--- src/rtl/proc_pkg.sv ---
// Shared processor types and default widths used by the ALU, register file
// and memory-stage controller.
package proc_pkg;

  localparam int PROC_DATA_W = 32;
  localparam int PROC_ADDR_W = 16;

  typedef enum logic [1:0] {
    IDLE = 2'd0,
    REQ  = 2'd1,
    RESP = 2'd2
  } memctl_state_t;

endpackage : proc_pkg

--- src/rtl/mem_timeout_cnt.sv ---
// Counts cycles spent waiting for the external memory; flags the last
// allowed cycle so the controller can abort on the following edge.
module mem_timeout_cnt #(
  parameter int TIMEOUT = 8
) (
  input  logic clk,
  input  logic rst,
  input  logic clear,
  input  logic enable,
  output logic expired
);

  localparam int CNT_W = $clog2(TIMEOUT + 1);

  logic [CNT_W-1:0] count;

  // NOTE: sequential state uses non-blocking assignments so every flop
  // samples pre-edge values regardless of process ordering.
  always_ff @(posedge clk) begin
    if (rst) begin
      count <= '0;
    end else if (clear) begin
      count <= '0;
    end else if (enable) begin
      count <= count + CNT_W'(1);
    end
  end

  // High during the TIMEOUT-th waiting cycle, so the request is held exactly TIMEOUT cycles.
  assign expired = (count == CNT_W'(TIMEOUT - 1));

endmodule : mem_timeout_cnt

--- src/rtl/data_mem_ctrl.sv ---
// Memory-stage controller: accepts one load/store, runs a req/ack handshake
// with the data RAM, stalls the pipeline meanwhile and returns load data.
module data_mem_ctrl
  import proc_pkg::*;
#(
  parameter int DATA_W  = PROC_DATA_W,
  parameter int ADDR_W  = PROC_ADDR_W,
  parameter int TIMEOUT = 8
) (
  input  logic              clk,
  input  logic              rst,
  input  logic              mem_RE,
  input  logic              mem_WE,
  input  logic [ADDR_W-1:0] addr,
  input  logic [DATA_W-1:0] wdata,
  output logic              stall,
  output logic [DATA_W-1:0] rdata,
  output logic              rdata_valid,
  output logic              err,
  output logic              ext_req,
  output logic              ext_we,
  output logic [ADDR_W-1:0] ext_addr,
  output logic [DATA_W-1:0] ext_wdata,
  input  logic              ext_ack,
  input  logic [DATA_W-1:0] ext_rdata
);

  memctl_state_t state, next_state;

  logic accept;
  logic illegal;
  logic ack_hit;
  logic abort;
  logic expired;

  // Reset wins over any request, so nothing is accepted (and no stall raised) during it.
  assign accept  = !rst && (state == IDLE) && (mem_RE ^ mem_WE);
  assign illegal = !rst && (state == IDLE) && mem_RE && mem_WE;
  assign ack_hit = (state == REQ) && ext_ack;
  assign abort   = (state == REQ) && !ext_ack && expired;

  assign ext_req = (state == REQ);
  assign stall   = accept || (state == REQ);

  mem_timeout_cnt #(
    .TIMEOUT (TIMEOUT)
  ) u_timeout (
    .clk     (clk),
    .rst     (rst),
    .clear   (accept),
    .enable  (state == REQ),
    .expired (expired)
  );

  always_ff @(posedge clk) begin
    if (rst) begin
      state <= IDLE;
    end else begin
      state <= next_state;
    end
  end

  // NOTE: next_state gets a default before the case so no path leaves it
  // unassigned, which would otherwise infer a latch.
  always_comb begin
    next_state = state;
    case (state)
      IDLE:    if (accept) next_state = REQ;
      REQ:     if (ack_hit || abort) next_state = RESP;
      RESP:    next_state = IDLE;
      default: next_state = IDLE;
    endcase
  end

  always_ff @(posedge clk) begin
    if (rst) begin
      ext_we      <= 1'b0;
      ext_addr    <= '0;
      ext_wdata   <= '0;
      rdata       <= '0;
      rdata_valid <= 1'b0;
      err         <= 1'b0;
    end else begin
      // err and rdata_valid are single-cycle pulses.
      rdata_valid <= 1'b0;
      err         <= 1'b0;
      if (accept) begin
        ext_we    <= mem_WE;
        ext_addr  <= addr;
        ext_wdata <= wdata;
      end
      if (illegal) begin
        err <= 1'b1;
      end
      if (ack_hit && !ext_we) begin
        rdata       <= ext_rdata;
        rdata_valid <= 1'b1;
      end
      if (abort) begin
        err   <= 1'b1;
        rdata <= '0;
      end
    end
  end

endmodule : data_mem_ctrl

--- config.mk ---
export PLATFORM = sky130hd
export DESIGN_NAME = data_mem_ctrl
export DESIGN_NICKNAME = d
export VERILOG_FILES = /design/src/rtl/proc_pkg.sv /design/src/rtl/mem_timeout_cnt.sv /design/src/rtl/data_mem_ctrl.sv
export SDC_FILE = /design/constraint.sdc
export NUM_CORES = 1
export LEC_CHECK = 0
export ABC_CLOCK_PERIOD_IN_PS = 2900
export CAP_MARGIN = 20
export CORE_MARGIN = 5
export CORE_UTILIZATION = 43
export CTS_CLUSTER_SIZE = 25
export DETAILED_ROUTE_END_ITERATION = 8
export PLACE_DENSITY = 0.87
export SLEW_MARGIN = 20
export SYNTH_ARGS = -nofsm -noshare
export SYNTH_HDL_FRONTEND = slang
export SYNTH_SLANG_ARGS = --single-unit
--- constraint.sdc ---
create_clock -name clk -period 2.9 [get_ports clk]
set_input_delay 0.87 -clock clk [delete_from_list [all_inputs] [get_ports clk]]
set_output_delay 0.87 -clock clk [all_outputs]
set_load 0.02 [all_outputs]
* Word-level counts from Yosys, hierarchy flattened *
Index checks and enable logic that the tools add are counted.

word-level totals
  bits in registers = 89
  input bits = 85
  output and inout bits = 85
  word-level logic and storage cells = 37

operators by class
  add/sub/neg operators = 1
  eq/ne operators = 4
  mux-type cells = 6
  bitwise operators = 1
  reductions and logical operators = 17

operators with widths
  operator                                              count
  logical AND 1 bit                                     8
  adder 4 x 1 -> 4 bit (second input constant)          1
  equality test 4 x 3 -> 1 bit (second input constant)  1
  two-way mux 2 bit                                     2
  case mux 2 bit (2 select lines)                       1
  OR reduction 2 bit                                    2
  zero test 1 bit                                       3
  two-way mux 1 bit                                     3
  equality test 2 x 1 -> 1 bit (second input constant)  1
  zero test 2 bit                                       1
  logical OR 1 bit                                      2
  != test 2 x 1 -> 1 bit (second input constant)        1
  != test 2 bit (second input constant)                 1
  AND reduction 2 bit                                   1
  bitwise XOR 1 bit                                     1

* Depth between registers and ports, before layout *
  depth in word-level cells = 6
  depth in mapped cells = 6
  gate-level depth less buffers = 4

* By module *
A second synthesis with hierarchy kept.

second synthesis, totals
  cells, all modules = 338
  area, all modules = 3,613.5 um^2

modules (own cells, without submodules)
  module           instances  cells an instance  area an instance (um^2)
  data_mem_ctrl    1          319                3,428.3
  mem_timeout_cnt  1          19                 185.2

* Least setup slack after synthesis *
OpenSTA, ideal clock, no wires.

  path kind = in2out
  start = input mem_RE
  end = output stall
  arrival = 1.748 ns
  data required time = 2.030 ns
  slack = 0.282 ns
  cell stages on the path = 4
  path buffers = 1
  cells stage by stage = xnor2_1 or3_4 buf_6 nand2_1

on the way
  word-level cells in the longest chain between the ends = 3

RTL lines
  item               line                 text
  start, declared    data_mem_ctrl.sv:12  input logic mem_RE,
  bitwise XOR 1 bit  data_mem_ctrl.sv:37  assign accept = !rst && (state == IDLE) && (mem_RE ^ mem_WE);
  logical AND 1 bit  data_mem_ctrl.sv:37
  logical OR 1 bit   data_mem_ctrl.sv:43  assign stall = accept || (state == REQ);
  end, declared      data_mem_ctrl.sv:16  output logic stall,

Every way passes these cells.

* Worst setup path after layout *
  start = input rst
  end = output stall

on the way
  word-level cells in the longest chain between the ends = 4

RTL lines
  item                            line                 text
  start, declared                 data_mem_ctrl.sv:11  input logic rst,
  zero test 1 bit                 data_mem_ctrl.sv:37
  logical AND 1 bit (2 in a row)  data_mem_ctrl.sv:37
  logical OR 1 bit                data_mem_ctrl.sv:43

Every way passes these cells.

==> flow_metrics.env <==
export IMPL_status="completed"
export IMPL_n_antenna_cell=0
export IMPL_crit_buf_inv=2
export IMPL_place_inst=646
export IMPL_start_kind="input port"
export IMPL_fin_setup_tns_ns=0
export IMPL_place_gp_congestion=0.782
export IMPL_wl_per_cell_microns=14.7
export IMPL_internal_power_uw=2130
export IMPL_post_dp_cell_area_sq_um=5200
export IMPL_fin_crit_sh_pct=94.9
export IMPL_yosysSeqAreaShare_pct=51.9
export IMPL_cts_num_sinks=89
export IMPL_p_clk_share_pct=31.6
export IMPL_finalHoldViolCount=0
export IMPL_firstDrtPassIters=4
export IMPL_final_util_pct=69.8
export IMPL_wirelength_mm=9.73
export IMPL_p_seq_share_pct=45.7
export IMPL_slowest_stage="clkdlybuf4s50_1"
export IMPL_cts_made_buffers=9
export IMPL_arrival_ns=1.88
export IMPL_grt_max_degree=51
export IMPL_dp_hpwl_mm=7.15
export IMPL_p_sw_share_pct=28.6
export IMPL_slew_violations=0
export IMPL_coreArea_sq_um=7770
export IMPL_drc=0
export IMPL_fmax_mhz=363
export IMPL_grt_pass1_wl_mm=15.8
export IMPL_antenna_found_initial=0
export IMPL_syn_area_per_cell_sq_um=8.65
export IMPL_fin_crit_ns=2.75
export IMPL_cp_end_kind="output pin"
export IMPL_pin_count=170
export IMPL_die_h_microns=99.4
export IMPL_async_flop_share_pct=0
export IMPL_synth_ff_type="dfxtp_1"
export IMPL_p_comb_share_pct=22.7
export IMPL_dieWidth_microns=99.4
export IMPL_ys_ff_latch=89
export IMPL_clock_latency_ns=0.34
export IMPL_synthesis_nets=483
export IMPL_clk_path_buf_depth=2
export IMPL_cts_tree="done"
export IMPL_vias_per_cell=4.99
export IMPL_synth_edf_count=0
export IMPL_vdd_drop_max_v=0.000328
export IMPL_finalNonFillerCells=662
export IMPL_final_area_sq_um=5420
export IMPL_areaGrowthSynthToFinish_pct=57.9
export IMPL_cp_max_fo=2
export IMPL_grt_pass1_vias=3279
export IMPL_initial_core_util_pct=44.2
export IMPL_dieArea_sq_um=9870
export IMPL_p_sw_uw=853
export IMPL_powerDensity_nw_per_um2=551
export IMPL_root_buffer="clkbuf_8"
export IMPL_cpLargestDelayFamily="buffers and inverters"
export IMPL_relSlewSlack_pct=55.4
export IMPL_path_cells="clkdlybuf4s50_1 -> or3_4 -> nand2_1 -> buf_4"
export IMPL_grt_total_usage_pct=19.7
export IMPL_port_buffers=169
export IMPL_crit_path_max_incr_delay_ns=0.42
export IMPL_grt_setup_unrepaired="no"
export IMPL_clk_pin_slew_worst_paths_ns=0.09
export IMPL_p_leak_uw=0.00209
export IMPL_antenna_left=0
export IMPL_hold_path_class="reg2reg"
export IMPL_worst_pin_slew_ns=0.669
export IMPL_setup_viol=0
export IMPL_final_net_count=641
export IMPL_drv_cap=0
export IMPL_clock_skew_final_ns=0.00837
export IMPL_critPathKind="in2out"
export IMPL_grt_ovfl_total=0
export IMPL_drive_above_1_share_pct=9.11
export IMPL_vias=3302
export IMPL_yosysWarnings=0
export IMPL_drt_initial_drc_count=82
export IMPL_synthCells=397
export IMPL_synth_cell_types=32
export IMPL_netlist_area_sq_um=3430
export IMPL_ctsHtreeMaxLevel=3
export IMPL_cp_required_ns=2.03
export IMPL_num_rows=32
==> final cells by class <==
class                           instances  area, sq um
Clock buffer                            9          124
Clock inverter                          7          101
Fill cell                             605         2350
Inverter                               52          195
Multi-Input combinational cell        223         1320
Sequential cell                        89         1780
Tap cell                              102          128
Timing Repair Buffer                  180         1780
==> power by group through the flow <==
stage / combinational (uW) / sequential, uW / clock, uW
after floorplan: 229 / 1490 / 0
after global placement: 670 / 1390 / 0
after detailed placement: 682 / 1390 / 0
after CTS: 685 / 1360 / 972
after global routing: 726 / 1380 / 1020
final: 677 / 1360 / 943
==> layer usage <==
layer | part of all wire, % | track usage (%)
met1 | 41 | 22.9
met4 | 2.1 | 8.09
met3 | 8.4 | 5.96
met2 | 49 | 33.6
met5 | 0 | 0
==> cells in the final DEF, fill, tap and decap left out <==
cell type        Yosys  final
o31ai_4              0      1
inv_6                0      2
nor4bb_4             0      1
nand4bb_1            1      1
or3_1                1      1
o32a_1               1      1
o21ai_2             16     16
clkinvlp_4           0      2
dlygate4sd2_1        0      2
clkdlybuf4s50_1      0    166
o21ai_0              3      3
a21oi_1             34     34
nand2b_2             0      1
o22ai_2              1      1
or2_2                0      1
xnor2_1              2      1
and3_1               1      1
xnor2_2              0      1
nor2_1               3      3
xor2_1               1      1
bufinv_16            0      2
clkinv_1             1      1
nand3_1              1      1
nand2b_1             2      1
and4_1               1      1
o31ai_1              1      1
or3_4                1      1
o21ai_1             31     31
nand2_1             68     68
buf_8                0      1
dfxtp_1             89     89
clkbuf_8             0      9
clkinv_4             0      1
inv_1               51     51
nand3b_1             2      2
buf_4                0     11
o211ai_1            48     48
ha_1                 1      1
==> Yosys cell counts, drive strengths merged, types with 3 or more instances <==
cell type	instances	area [sq um]
o211ai	48	360
nand2	68	255
inv	51	191
a21oi	34	170
dfxtp	89	1780
buf	17	115
nor2	3	11.3
o21ai	50	310
clkbuf	16	61.3
==> through the flow <==
stage,power [uW],hold slack (ns),worst slack [ns]
6_report,2990,0.456,0.147
5_1_grt,3130,0.483,0.0962
4_1_cts,3020,0.459,0.0858
3_5_place_dp,2070,0.446,-0.530
3_3_place_gp,2060,0.441,-0.492
2_1_floorplan,1720,0.453,0.282
==> sequential cells by signal (all words and copies together), names as in the netlist <==
register and flops:
u_timeout.count 4, ext_addr 16, ext_wdata 32, ext_we 1, err 1, rdata 32, rdata_valid 1, state 2
==> worst min-delay path, delay by kind of cell (launching register included) <==
family,cells,cell delay (ns)
simple gates,1,0.05
flops,1,0.32
compound gates,1,0.05
==> cells by family (layout without fill, tap and decap cells) <==
group,count (synthesis),count (layout),synth area share [%]
AO/OA/AOI/OAI,136,136,25.7
flip-flops,89,89,51.9
buffers and inverters,85,248,10.8
AND/OR/NAND/NOR,83,83,10.5
XOR/XNOR,3,3,0.765
adder cells (fa/ha/maj),1,1,0.364
==> final timing paths <==
| kind | startpoint | end | slack, ns | cells past startpoint |
|---|---|---|---|---|
| worst max-delay path | rst | stall | 0.15 | 4 |
| worst min-delay path | rdata[24]$_SDFFE_PP0P_ | rdata[24]$_SDFFE_PP0P_ | 0.46 | 2 |
| worst max register to register | state[1]$_SDFFE_PP0P_ | ext_we$_SDFFE_PP0P_ | 1.05 | 4 |
| worst min register to register | rdata[24]$_SDFFE_PP0P_ | rdata[24]$_SDFFE_PP0P_ | 0.46 | 2 |
==> what timing repair did <==
| item | in CTS | in global routing |
|---|---|---|
| endpoints found under the setup margin | 1 | 1 |
| gates resized for setup | 7 | 1 |
| gates cloned | 0 | 0 |
| hold buffers | 0 | 0 |
| buffers inserted | 0 | 0 |
Note: power is estimated with default switching activity, not from simulation.
